--- src/rtl/alu_rr_arbiter_if.sv ---
// Request/response channels of both requesters plus the shared-ALU side of
// alu_rr_arbiter, bundled so the arbiter and its environment share one port.
interface alu_rr_arbiter_if;

    // Requester 0 request/response channel
    logic        req0_valid;
    logic        req0_ready;
    logic [2:0]  req0_opcode;
    logic [15:0] req0_a;
    logic [15:0] req0_b;
    logic        resp0_valid;
    logic        resp0_ready;
    logic [15:0] resp0_result;
    logic        resp0_err;

    // Requester 1 request/response channel
    logic        req1_valid;
    logic        req1_ready;
    logic [2:0]  req1_opcode;
    logic [15:0] req1_a;
    logic [15:0] req1_b;
    logic        resp1_valid;
    logic        resp1_ready;
    logic [15:0] resp1_result;
    logic        resp1_err;

    // Shared multi-cycle ALU
    logic        alu_start;
    logic [2:0]  alu_opcode;
    logic [15:0] alu_a;
    logic [15:0] alu_b;
    logic [15:0] alu_result;
    logic        alu_done;

    // Arbiter side
    modport slave (
        input  req0_valid, req0_opcode, req0_a, req0_b, resp0_ready,
        output req0_ready, resp0_valid, resp0_result, resp0_err,
        input  req1_valid, req1_opcode, req1_a, req1_b, resp1_ready,
        output req1_ready, resp1_valid, resp1_result, resp1_err,
        output alu_start, alu_opcode, alu_a, alu_b,
        input  alu_result, alu_done
    );

    // Environment side: requesters and the ALU itself
    modport master (
        output req0_valid, req0_opcode, req0_a, req0_b, resp0_ready,
        input  req0_ready, resp0_valid, resp0_result, resp0_err,
        output req1_valid, req1_opcode, req1_a, req1_b, resp1_ready,
        input  req1_ready, resp1_valid, resp1_result, resp1_err,
        input  alu_start, alu_opcode, alu_a, alu_b,
        output alu_result, alu_done
    );

endinterface

--- src/rtl/alu_rr_arbiter.sv ---
// Two-requester round-robin arbiter and sequencer in front of one shared
// multi-cycle 16-bit ALU. One op is in flight at a time: accept, issue a
// single start pulse, wait for done (bounded by TIMEOUT cycles), then hold the
// response until the winning requester takes it. Illegal opcodes and divide by
// zero are answered directly with err = 1 and never reach the ALU.
// TIMEOUT must lie in 2..255 and fit in CNT_W bits.
module alu_rr_arbiter #(
    parameter int unsigned TIMEOUT = 64,
    parameter int unsigned CNT_W   = 8
) (
    input  logic            clk,
    input  logic            reset,
    alu_rr_arbiter_if.slave bus
);

    localparam logic [2:0]       OP_DIV   = 3'b011;
    localparam logic [CNT_W-1:0] CNT_LAST = CNT_W'(TIMEOUT - 1);

    typedef enum logic [1:0] {
        S_IDLE,
        S_ISSUE,
        S_WAIT,
        S_RESP
    } state_e;

    state_e state_q, state_d;

    logic             last_grant_q, last_grant_d;  // id granted most recently
    logic             grant_q, grant_d;            // id owning the op in flight
    logic [2:0]       op_q, op_d;
    logic [15:0]      a_q, a_d;
    logic [15:0]      b_q, b_d;
    logic [CNT_W-1:0] cnt_q, cnt_d;
    logic [15:0]      result_q, result_d;
    logic             err_q, err_d;

    logic        win;
    logic        any_valid;
    logic        accept;
    logic [2:0]  sel_opcode;
    logic [15:0] sel_a;
    logic [15:0] sel_b;
    logic        sel_illegal;
    logic        resp_taken;
    logic        timeout_hit;

    // Pick the winner among pending requests and screen the winning op
    // NOTE: every signal gets a default at the top of each always_comb so no
    // path leaves it unassigned, which would otherwise infer a latch.
    always_comb begin
        win = 1'b0;
        if (bus.req0_valid && bus.req1_valid) begin
            win = ~last_grant_q;
        end else if (bus.req1_valid) begin
            win = 1'b1;
        end
        any_valid   = bus.req0_valid || bus.req1_valid;
        accept      = (state_q == S_IDLE) && any_valid;
        sel_opcode  = win ? bus.req1_opcode : bus.req0_opcode;
        sel_a       = win ? bus.req1_a      : bus.req0_a;
        sel_b       = win ? bus.req1_b      : bus.req0_b;
        sel_illegal = sel_opcode[2] || ((sel_opcode == OP_DIV) && (sel_b == 16'h0000));
        resp_taken  = grant_q ? bus.resp1_ready : bus.resp0_ready;
        timeout_hit = (cnt_q == CNT_LAST);
    end

    // State register
    // NOTE: reset is asynchronous so an op in flight is abandoned the moment
    // reset rises, without waiting for a clock edge.
    always_ff @(posedge clk or posedge reset) begin
        if (reset) begin
            state_q <= S_IDLE;
        end else begin
            state_q <= state_d;
        end
    end

    // Next-state logic
    always_comb begin
        state_d = state_q;
        case (state_q)
            S_IDLE: begin
                if (accept) begin
                    state_d = sel_illegal ? S_RESP : S_ISSUE;
                end
            end
            S_ISSUE: begin
                state_d = bus.alu_done ? S_RESP : S_WAIT;
            end
            S_WAIT: begin
                // alu_done wins over a timeout landing in the same cycle
                if (bus.alu_done || timeout_hit) begin
                    state_d = S_RESP;
                end
            end
            S_RESP: begin
                if (resp_taken) begin
                    state_d = S_IDLE;
                end
            end
            default: state_d = S_IDLE;
        endcase
    end

    // Datapath registers: captured op, grant history, timeout counter, response
    // NOTE: sequential state is written with non-blocking assignments only, so
    // every flop samples the values from before this edge.
    always_ff @(posedge clk or posedge reset) begin
        if (reset) begin
            last_grant_q <= 1'b1;
            grant_q      <= 1'b0;
            op_q         <= 3'b000;
            a_q          <= 16'h0000;
            b_q          <= 16'h0000;
            cnt_q        <= '0;
            result_q     <= 16'h0000;
            err_q        <= 1'b0;
        end else begin
            last_grant_q <= last_grant_d;
            grant_q      <= grant_d;
            op_q         <= op_d;
            a_q          <= a_d;
            b_q          <= b_d;
            cnt_q        <= cnt_d;
            result_q     <= result_d;
            err_q        <= err_d;
        end
    end

    // Datapath next values: capture on accept, count in WAIT, latch the outcome
    always_comb begin
        last_grant_d = last_grant_q;
        grant_d      = grant_q;
        op_d         = op_q;
        a_d          = a_q;
        b_d          = b_q;
        cnt_d        = cnt_q;
        result_d     = result_q;
        err_d        = err_q;
        case (state_q)
            S_IDLE: begin
                if (accept) begin
                    last_grant_d = win;
                    grant_d      = win;
                    op_d         = sel_opcode;
                    a_d          = sel_a;
                    b_d          = sel_b;
                    if (sel_illegal) begin
                        result_d = 16'h0000;
                        err_d    = 1'b1;
                    end
                end
            end
            S_ISSUE: begin
                cnt_d = '0;
                if (bus.alu_done) begin
                    result_d = bus.alu_result;
                    err_d    = 1'b0;
                end
            end
            S_WAIT: begin
                cnt_d = cnt_q + CNT_W'(1);
                if (bus.alu_done) begin
                    result_d = bus.alu_result;
                    err_d    = 1'b0;
                end else if (timeout_hit) begin
                    result_d = 16'h0000;
                    err_d    = 1'b1;
                end
            end
            default: begin
                // RESP holds result and err stable until the handshake
            end
        endcase
    end

    // Output decode from state and captured op
    always_comb begin
        // Readys are masked during reset so every output reads 0 while it is held
        bus.req0_ready   = accept && !win && !reset;
        bus.req1_ready   = accept &&  win && !reset;

        bus.resp0_valid  = (state_q == S_RESP) && !grant_q;
        bus.resp1_valid  = (state_q == S_RESP) &&  grant_q;
        bus.resp0_result = bus.resp0_valid ? result_q : 16'h0000;
        bus.resp1_result = bus.resp1_valid ? result_q : 16'h0000;
        bus.resp0_err    = bus.resp0_valid && err_q;
        bus.resp1_err    = bus.resp1_valid && err_q;

        bus.alu_start    = (state_q == S_ISSUE);
        bus.alu_opcode   = op_q;
        bus.alu_a        = a_q;
        bus.alu_b        = b_q;
    end

endmodule
--- src/flat_wrapper.sv ---
// flat-port wrapper written by rule: the top's interface ports become plain ports
module alu_rr_arbiter_flat 
#(
    parameter int unsigned TIMEOUT = 64,
    parameter int unsigned CNT_W   = 8
)
  (clk, reset, bus_req0_valid, bus_req0_opcode, bus_req0_a, bus_req0_b, bus_resp0_ready, bus_req0_ready, bus_resp0_valid, bus_resp0_result, bus_resp0_err, bus_req1_valid, bus_req1_opcode, bus_req1_a, bus_req1_b, bus_resp1_ready, bus_req1_ready, bus_resp1_valid, bus_resp1_result, bus_resp1_err, bus_alu_start, bus_alu_opcode, bus_alu_a, bus_alu_b, bus_alu_result, bus_alu_done);
  alu_rr_arbiter_if bus_i ();
  input  logic clk;
  input  logic reset;
  input wire logic [$bits(bus_i.req0_valid)-1:0] bus_req0_valid;
  input wire logic [$bits(bus_i.req0_opcode)-1:0] bus_req0_opcode;
  input wire logic [$bits(bus_i.req0_a)-1:0] bus_req0_a;
  input wire logic [$bits(bus_i.req0_b)-1:0] bus_req0_b;
  input wire logic [$bits(bus_i.resp0_ready)-1:0] bus_resp0_ready;
  output wire logic [$bits(bus_i.req0_ready)-1:0] bus_req0_ready;
  output wire logic [$bits(bus_i.resp0_valid)-1:0] bus_resp0_valid;
  output wire logic [$bits(bus_i.resp0_result)-1:0] bus_resp0_result;
  output wire logic [$bits(bus_i.resp0_err)-1:0] bus_resp0_err;
  input wire logic [$bits(bus_i.req1_valid)-1:0] bus_req1_valid;
  input wire logic [$bits(bus_i.req1_opcode)-1:0] bus_req1_opcode;
  input wire logic [$bits(bus_i.req1_a)-1:0] bus_req1_a;
  input wire logic [$bits(bus_i.req1_b)-1:0] bus_req1_b;
  input wire logic [$bits(bus_i.resp1_ready)-1:0] bus_resp1_ready;
  output wire logic [$bits(bus_i.req1_ready)-1:0] bus_req1_ready;
  output wire logic [$bits(bus_i.resp1_valid)-1:0] bus_resp1_valid;
  output wire logic [$bits(bus_i.resp1_result)-1:0] bus_resp1_result;
  output wire logic [$bits(bus_i.resp1_err)-1:0] bus_resp1_err;
  output wire logic [$bits(bus_i.alu_start)-1:0] bus_alu_start;
  output wire logic [$bits(bus_i.alu_opcode)-1:0] bus_alu_opcode;
  output wire logic [$bits(bus_i.alu_a)-1:0] bus_alu_a;
  output wire logic [$bits(bus_i.alu_b)-1:0] bus_alu_b;
  input wire logic [$bits(bus_i.alu_result)-1:0] bus_alu_result;
  input wire logic [$bits(bus_i.alu_done)-1:0] bus_alu_done;
  assign bus_i.req0_valid = bus_req0_valid;
  assign bus_i.req0_opcode = bus_req0_opcode;
  assign bus_i.req0_a = bus_req0_a;
  assign bus_i.req0_b = bus_req0_b;
  assign bus_i.resp0_ready = bus_resp0_ready;
  assign bus_req0_ready = bus_i.req0_ready;
  assign bus_resp0_valid = bus_i.resp0_valid;
  assign bus_resp0_result = bus_i.resp0_result;
  assign bus_resp0_err = bus_i.resp0_err;
  assign bus_i.req1_valid = bus_req1_valid;
  assign bus_i.req1_opcode = bus_req1_opcode;
  assign bus_i.req1_a = bus_req1_a;
  assign bus_i.req1_b = bus_req1_b;
  assign bus_i.resp1_ready = bus_resp1_ready;
  assign bus_req1_ready = bus_i.req1_ready;
  assign bus_resp1_valid = bus_i.resp1_valid;
  assign bus_resp1_result = bus_i.resp1_result;
  assign bus_resp1_err = bus_i.resp1_err;
  assign bus_alu_start = bus_i.alu_start;
  assign bus_alu_opcode = bus_i.alu_opcode;
  assign bus_alu_a = bus_i.alu_a;
  assign bus_alu_b = bus_i.alu_b;
  assign bus_i.alu_result = bus_alu_result;
  assign bus_i.alu_done = bus_alu_done;
  alu_rr_arbiter #(.TIMEOUT(TIMEOUT), .CNT_W(CNT_W)) u_core (.clk(clk), .reset(reset), .bus(bus_i));
endmodule
--- config.mk ---
export PLATFORM = sky130hd
export DESIGN_NAME = alu_rr_arbiter_flat
export DESIGN_NICKNAME = d
export VERILOG_FILES = /design/src/rtl/alu_rr_arbiter_if.sv /design/src/rtl/alu_rr_arbiter.sv /design/src/flat_wrapper.sv
export SDC_FILE = /design/constraint.sdc
export NUM_CORES = 1
export LEC_CHECK = 0
export CAP_MARGIN = 20
export CORE_MARGIN = 2
export CORE_UTILIZATION = 25
export DETAILED_ROUTE_END_ITERATION = 8
export GPL_ROUTABILITY_DRIVEN = 0
export PLACE_DENSITY = 0.62
export SLEW_MARGIN = 25
export SYNTH_ARGS = -nofsm -noshare
export SYNTH_HDL_FRONTEND = slang
export SYNTH_SLANG_ARGS = --single-unit
--- constraint.sdc ---
create_clock -name clk -period 3.15 [get_ports clk]
set_clock_uncertainty 0.15 [all_clocks]
set_input_delay 0.63 -clock clk [delete_from_list [all_inputs] [get_ports clk]]
set_output_delay 0.63 -clock clk [all_outputs]
set_load 0.03 [all_outputs]
Yosys cells after proc, flatten, opt, wreduce, memory -nomap -nowiden
Index checks and enable logic that the tools add are counted.
{ "op_classes": {"n_addsub": 1, "eq_ne": 11, "mux": 27, "bitwise_logic": 1, "reduce_logical": 24} }
{ "ops": {"columns": ["cell", "n"], "rows": [
  ["$mux 16", 9],
  ["$pmux 16 s3", 1],
  ["$logic_not 16->1", 1],
  ["$pmux 8 s2", 1],
  ["$logic_and 1x1->1", 11],
  ["$ne 2x1->1 const B", 5],
  ["$mux 1", 9],
  ["$add 8x1->8 const B", 1],
  ["$eq 8x6->1 const B", 1],
  ["$mux 2", 4],
  ["$pmux 2 s4", 1],
  ["$reduce_and 5->1", 1],
  ["$eq 2x2->1 const B", 2],
  ["$eq 3x2->1 const B", 1],
  ["$logic_not 1->1", 3],
  ["$logic_or 1x1->1", 3],
  ["$mux 3", 1],
  ["$ne 3x2->1 const B", 1],
  ["$pmux 1 s3", 1],
  ["$reduce_and 3->1", 1],
  ["$reduce_bool 3->1", 1],
  ["$eq 2x1->1 const B", 1],
  ["$logic_not 2->1", 1],
  ["$reduce_and 2->1", 1],
  ["other kinds (2)", 2]
]} }
{ "totals": {"regBits": 64, "output_inout_bits": 74, "elab_cells": 73} }

Depth between registers and ports, before layout
Gate-level depths: netlist of the first run.
{ "logic_depth": {"depth_word": 9, "mapped_depth": 9, "ltp_nobuf": 7} }

Worst setup path before layout of the first run
Ideal clock, no wire load.
{ "synth_path": {"path_kind": "input -> output", "startpoint": "input port reset", "endpoint": "output port bus_req1_ready", "t_arrival_ns": 2.492, "t_required_ns": 2.370, "setup_slack_ns": -0.122, "stages": 2, "path_cell_list": "inv_1 > and3_1"} }
{ "synth_via": {"elab_chain_len": 2} }
{ "synth_rtl": {"columns": ["item", "line_no", "source"], "rows": [
  ["start: declaration", "flat_wrapper.sv:10", "input logic reset;"],
  ["$logic_not 1->1 (no source line)", null, null],
  ["$logic_and 1x1->1", "alu_rr_arbiter.sv:181", "bus.req1_ready = accept && win && !reset;"],
  ["end: declaration", "flat_wrapper.sv:25", "output wire logic [$bits(bus_i.req1_ready)-1:0] bus_req1_ready;"]
]} }
Every way passes these cells.

Final worst setup path of the first run
{ "layout_path": {"startpoint": "register u_core.state_q[1]", "endpoint": "output port bus_resp1_result[8]"} }
{ "layout_via": {"elab_chain_len": 3} }
{ "layout_rtl": {"columns": ["item", "line_no", "source"], "rows": [
  ["start: declaration", "alu_rr_arbiter.sv:26", "state_e state_q, state_d;"],
  ["start signal: assignment", "alu_rr_arbiter.sv:74", "state_q <= state_d;"],
  ["$eq 2x2->1", "alu_rr_arbiter.sv:184", "bus.resp1_valid = (state_q == S_RESP) && grant_q;"],
  ["$logic_and 1x1->1", "alu_rr_arbiter.sv:184", null],
  ["$mux 16", "alu_rr_arbiter.sv:186", "bus.resp1_result = bus.resp1_valid ? result_q : 16'h0000;"],
  ["end: declaration", "flat_wrapper.sv:27", "output wire logic [$bits(bus_i.resp1_result)-1:0] bus_resp1_result;"]
]} }
Every way passes these cells.

==> impl_results.md, run 1 <==
- Placed Area: ~5200 µm²
- CTS resizes: 0
- H-Tree Depth: 3
- Grt ovf: 0
- Vias: ~3100
- Hpwl dp: ~7800 µm
- Post-Syn Area per Cell: between 9 and 10 µm²
- Final ANT Viol Nets: 0
- Worst Setup Path Type: reg -> out
- Skew-Pair Late Insertion Delay: roughly 320 ps
- Chip width: around 120 µm
- Crit path DAT: approximately 2200 ps
- #FFs+latches synth: 64
- Hold crit path type: reg -> reg
- Drt drc: 0
- N_diodes: 0
- Synth warn: 0
- Vias in the first global route: roughly 3300
- Fmax: 0.331 GHz
- Initial antenna violation count: 0
- Ys async rst share: 100%
- Fin area: roughly 5500 µm²
- Clock Tree Buf Depth: 2
- Die area: ~14000 µm²
- Synthesized cell area: about 3400 µm²
- Worst setup EP type: primary output
- EDFF count, synth: 0
- Max IR drop VDD: 0.390 mV
- Placed Instances: ~670
- CORE AREA: 13200 µm²
- Layout cells sized above 1: between 10% and 20%
- Wire per inst: between 10 and 15 µm
- Nets@finish: 604
- CTS root buffer: clkbuf_16
- Leak Pwr: between 2 and 2.5 nW
- 1st-iter DRT viols: 187
- Final Hold Vio Count: 0
- P per Cell Area: between 900 and 1000 nW/µm²
- Most frequent cells in the layout: 147 x clkdlybuf4s50_1, 63 x dfrtp_1, 45 x nand2_1, 37 x inv_1, 37 x mux2i_1
- RSZ-0062 raised after global routing: no
- Post-synthesis sequential area ratio: a little under half
- # port buffers: 166
- Startpoint types: register
- Vias per inst: 4.57
- Period utilization: a little over nine tenths
- Synth top area cells: dfrtp_1 47%, mux2i_1 11%, nand2_1 5.0%
- Num CTS Buffers: 9
- Largest area contributor in the netlist: dfrtp_1
- Status: finished clean
- Fin crit period: approximately 3000 ps
- Synthesized Nets: between 400 and 500
- # clock sinks: 64
- Global-route wire length before repair: approximately 16000 µm
- Drt pass-1 iters: 7
- Clock transition at path regs: 50 ps
- Final wirelength: 10300 µm
- I/O pin cnt: approximately 170
- Final Max Slew Viols: 0
- Final Instance Count excl. Fillers: 687
- Synth-to-Final Area Change: 63.4%
- Sum Neg Setup Slack: 0 ps
- Initial core utilization: 25.6%
- Largest net degree at the start of global routing: 65
- Post-CTS Hold Buffers: 0
- Tot GR Track Use: between 10% and 20%
- Cell variety after synth: between 40 and 50
- Setup violations, final: 0
- CTS tree: done
- Setup Fix Bufs, Post-CTS: 0
- Yosys top cell area share: between 40% and 50%
- Commonest non-fill, non-tap cell in the layout: clkdlybuf4s50_1
- Most common flop cell mapped by yosys: dfrtp_1
- Flop-to-flop setup slack: between 700 and 800 ps
- Die extent in y: 120 µm
- Slew margin rel.: approximately 46%
- Max-cap violations: 0
- Row cnt: between 40 and 50
- Synth Instances: approximately 340
- Pin slew with the least headroom to its limit: between 800 and 900 ps
- CP max FO: 20
- CP required: roughly 2400 ps
## area by class of cell
| cell class | instances | area [µm²] |
|---|---|---|
| repair buffers | 174 | 1690 |
| clock buffers | 11 | 243 |
| well taps | 176 | 220 |
| clock inverters | 5 | 56.3 |
| fillers | 1317 | 7680 |
| multi-input cells | 219 | 1560 |
| flip-flops and latches | 64 | 1600 |
| inverters | 38 | 146 |
## metal layers
layer | global-route usage (%) | vias up | routed length, µm
li1 | - | 1520 | -
met1 | 16.6 | 1507 | 4340
met2 | 24.7 | 109 | 5020
met3 | 4.61 | 6 | 803
met4 | 4.04 | 0 | 108
met5 | 0 | - | 0
## report_power, final
part | switching [mW] | leakage, nW | internal (mW)
clock network | 0.352 | 0.145 | 0.632
registers | 0.258 | 0.817 | 1.18
logic | 1.52 | 1.52 | 1.15
total | 2.13 | 2.48 | 2.96
## metrics by stage
stage	power, mW	setup WS, ps	hold WS, ps	utilization [%]
after floorplan	3.10	285	325	-
after global placement	4.07	114	315	39.5
after detailed placement	4.16	18.3	314	39.5
after CTS	5.17	60.7	332	41.8
after global routing	5.43	9.58	359	41.8
final	5.09	130	324	41.8
## logic make-up (layout without fill, tap and decap cells)
family / Yosys count / count (layout) / synth area share (%)
flip-flops: 64 / 64 / 47.5
adder cells (fa/ha/maj): 5 / 5 / 1.86
XOR/XNOR: 2 / 2 / 0.520
buffers and inverters: 60 / 228 / 6.98
AND/OR/NAND/NOR: 116 / 116 / 18.5
multiplexers: 38 / 38 / 11.3
AO/OA/AOI/OAI: 58 / 58 / 13.3
## registers in the layout, summed over array words and instances, names as in the netlist
name and flops:
u_core.bus.alu_a 16, u_core.bus.alu_b 16, u_core.bus.alu_opcode 3, u_core.cnt_q 8, u_core.err_q 1, u_core.grant_q 1, u_core.last_grant_q 1, u_core.result_q 16
u_core.state_q 2
## critical path, stage by stage, from the launching register on
cell and delay [ps]:
dfrtp_1 410, ha_1 570, and3_1 260, clkdlybuf4s50_1 670
## worst paths after layout
path                                       from  depth (start not counted)                       end
min                        u_core.bus.alu_a[15]                          2      u_core.bus.alu_a[15]
max                           u_core.state_q[1]                          3       bus_resp1_result[8]
min reg2reg                u_core.bus.alu_a[15]                          2      u_core.bus.alu_a[15]
max in group asynchronous                 reset                          3           u_core.cnt_q[2]
max reg2reg                   u_core.state_q[0]                          8       u_core.result_q[14]
min in group asynchronous                 reset                          3  u_core.bus.alu_opcode[1]
## cells in the mapped netlist, types with 2 or more instances
cell type / instances
a21oi_1: 3
nor4b_1: 2
inv_1: 38
nor2_1: 6
buf_2: 2
nor4_1: 5
nand3_1: 6
and2_1: 19
nor2b_1: 4
o22ai_1: 2
nor3_1: 3
mux2i_1: 37
dfrtp_1: 63
o31ai_1: 2
nand2_1: 45
o21ai_0: 24
a222oi_1: 15
and3_1: 18
clkbuf_1: 18
ha_1: 5
(Power assumes the default switching activity.)
==> inputs of run 2 (changes only) <==
--- a/config.mk
+++ b/config.mk
@@ -10,7 +10,6 @@
 export CORE_UTILIZATION = 25
 export DETAILED_ROUTE_END_ITERATION = 8
 export GPL_ROUTABILITY_DRIVEN = 0
-export PLACE_DENSITY = 0.62
 export SLEW_MARGIN = 25
 export SYNTH_ARGS = -nofsm -noshare
 export SYNTH_HDL_FRONTEND = slang
==> constraint.sdc (replaced) <==
create_clock -name clk -period 3.2 [get_ports clk]
set_clock_uncertainty 0.15 [all_clocks]
set_input_delay 0.64 -clock clk [delete_from_list [all_inputs] [get_ports clk]]
set_output_delay 0.64 -clock clk [all_outputs]
set_load 0.03 [all_outputs]
==> run 2 against run 1 <==
  * Critical endpoint is now bus_req0_ready
  * Clock power down 2%
  * Global-route usage shrank 0.22 points
  * Combinational power fell by 1%
  * Sequential share of layout area hardly changed
  * Highest routed layer unchanged
==> impl_results.md, run 2 (synthesis results as in run 1) <==
- Initial antenna violation count: 0
- Fin area: 5500 µm²
- Max IR drop VDD: about 0.46 mV
- Tot GR Track Use: between 10% and 20%
- Synth-to-Final Area Change: 63.2%
- Placed Instances: between 600 and 700
- CORE AREA: about 13000 µm²
- Row cnt: 42
- Vias in the first global route: around 3200
- H-Tree Depth: 3
- CTS tree: done
- Final Max Slew Viols: 0
- Setup Fix Bufs, Post-CTS: 0
- Power, Total: approximately 5 mW
- Drt pass-1 iters: 7
- Final Instance Count excl. Fillers: slightly below 700
- Reg2reg end: u_core.result_q[1]
- Status: finished clean
- Post-CTS Hold Buffers: 0
- 1st-iter DRT viols: 158
- Setup violations, final: 0
- Skew-Pair Late Insertion Delay: approximately 320 ps
- Nets@finish: just over 600
- R2R depth: 9
- Hold crit path type: reg -> reg
- Final Hold Vio Count: 0
- Sum Neg Setup Slack: 0 ps
- Fmax: about 0.33 GHz
- Drt drc: 0
- Worst Setup Path Type: in -> out
- RSZ-0062 raised after global routing: no
- P per Cell Area: about 910 nW/µm²
- # port buffers: 166
- Layout cells sized above 1: a little over a tenth
- WHS Path Cells: 2
- N_diodes: 0
- Placed Area: between 5000 and 6000 µm²
- Largest net degree at the start of global routing: 65
- Crit path DAT: approximately 2200 ps
- Global-route wire length before repair: 16000 µm
- Critical R2R Launch: u_core.state_q[0]
- Max-cap violations: 0
- Worst setup EP type: primary output
- Chip width: 120 µm
- Post-Place Worst Slack: 96.0 ps
- I/O pin cnt: 167
- Final ANT Viol Nets: 0
- Slew margin rel.: ~45%
- Clock transition at path regs: 60 ps
- Leak Pwr: between 2 and 2.5 nW
- # clock sinks: 64
- Worst Hold Launch: u_core.bus.alu_opcode[2]
- Pin slew with the least headroom to its limit: between 800 and 900 ps
- CP max FO: 4
- Die area: 14400 µm²
- Period utilization: about 94%
- Flop-to-flop setup slack: between 700 and 800 ps
- CP required: around 2400 ps
- Wire per inst: 14.8 µm
- Worst Hold End: u_core.bus.alu_opcode[2]
- Commonest non-fill, non-tap cell in the layout: clkdlybuf4s50_1
- Finished Core Util: between 40% and 50%
- Clock Tree Buf Depth: 2
- Final wirelength: between 10000 and 15000 µm
- WHS: about 330 ps
- Setup slack after layout: roughly 190 ps
- Startpoint types: primary input
- CTS root buffer: clkbuf_16
- Initial core utilization: 25.6%
- Vias: ~3100
- Vias per inst: 4.57
- Most frequent cells in the layout: 147 x clkdlybuf4s50_1, 63 x dfrtp_1, 45 x nand2_1, 37 x inv_1, 37 x mux2i_1
- CTS resizes: 0
- Hpwl dp: roughly 7700 µm
- FILL cells: approximately 1300
- Fin crit period: roughly 3000 ps
- Grt ovf: 0
- Die extent in y: 120 µm
- Num CTS Buffers: 9
## run 2: layer usage
metal / vias to the layer above / part of all wire (%) / global-route usage, %
met5: - / 0 / 0
met4: 0 / 0.83 / 3.31
met3: 7 / 8.2 / 4.42
met2: 121 / 47 / 23.0
met1: 1494 / 44 / 17.9
li1: 1521 / - / -
## run 2: layout make-up
cell class | instances | area, µm² | area share (%)
Timing Repair Buffer | 176 | 1690 | 30.7
Tap cell | 176 | 220 | 4.00
Multi-Input combinational cell | 219 | 1560 | 28.3
Inverter | 38 | 146 | 2.66
Clock buffer | 12 | 246 | 4.48
Clock inverter | 3 | 42.5 | 0.773
Sequential cell | 64 | 1600 | 29.1
## run 2: power breakdown
part	leakage (nW)	switching, mW	internal, mW	total (mW)
combinational	1.52	1.50	1.13	2.63
clock	0.139	0.347	0.619	0.966
sequential	0.817	0.255	1.16	1.42
total	2.48	2.10	2.91	5.01
## run 2: worst max-delay path by stage
stage,startpoint,end,slack (ps)
floorplan,reset,bus_req1_ready,320
global placement,bus_req0_valid,u_core.bus.alu_a[15],220
detailed placement,bus_req0_valid,u_core.bus.alu_a[5],100
CTS,u_core.state_q[1],bus_resp1_result[7],180
global route,u_core.state_q[1],bus_resp0_result[0],30
finish,bus_req0_valid,bus_req0_ready,190
## run 2: critical path, stage by stage
cell and delay (ps):
clkdlybuf4s50_1 610, a21boi_4 110, nor3_1 160, clkdlybuf4s50_1 700
==> inputs of run 3 (changes only) <==
--- a/config.mk
+++ b/config.mk
@@ -5,6 +5,7 @@
 export SDC_FILE = /design/constraint.sdc
 export NUM_CORES = 1
 export LEC_CHECK = 0
+export ABC_CLOCK_PERIOD_IN_PS = 3200
 export CAP_MARGIN = 20
 export CORE_MARGIN = 2
 export CORE_UTILIZATION = 25
==> results of run 3 <==
Same layout as run 2: the final DEF is identical, and so are final timing and power.
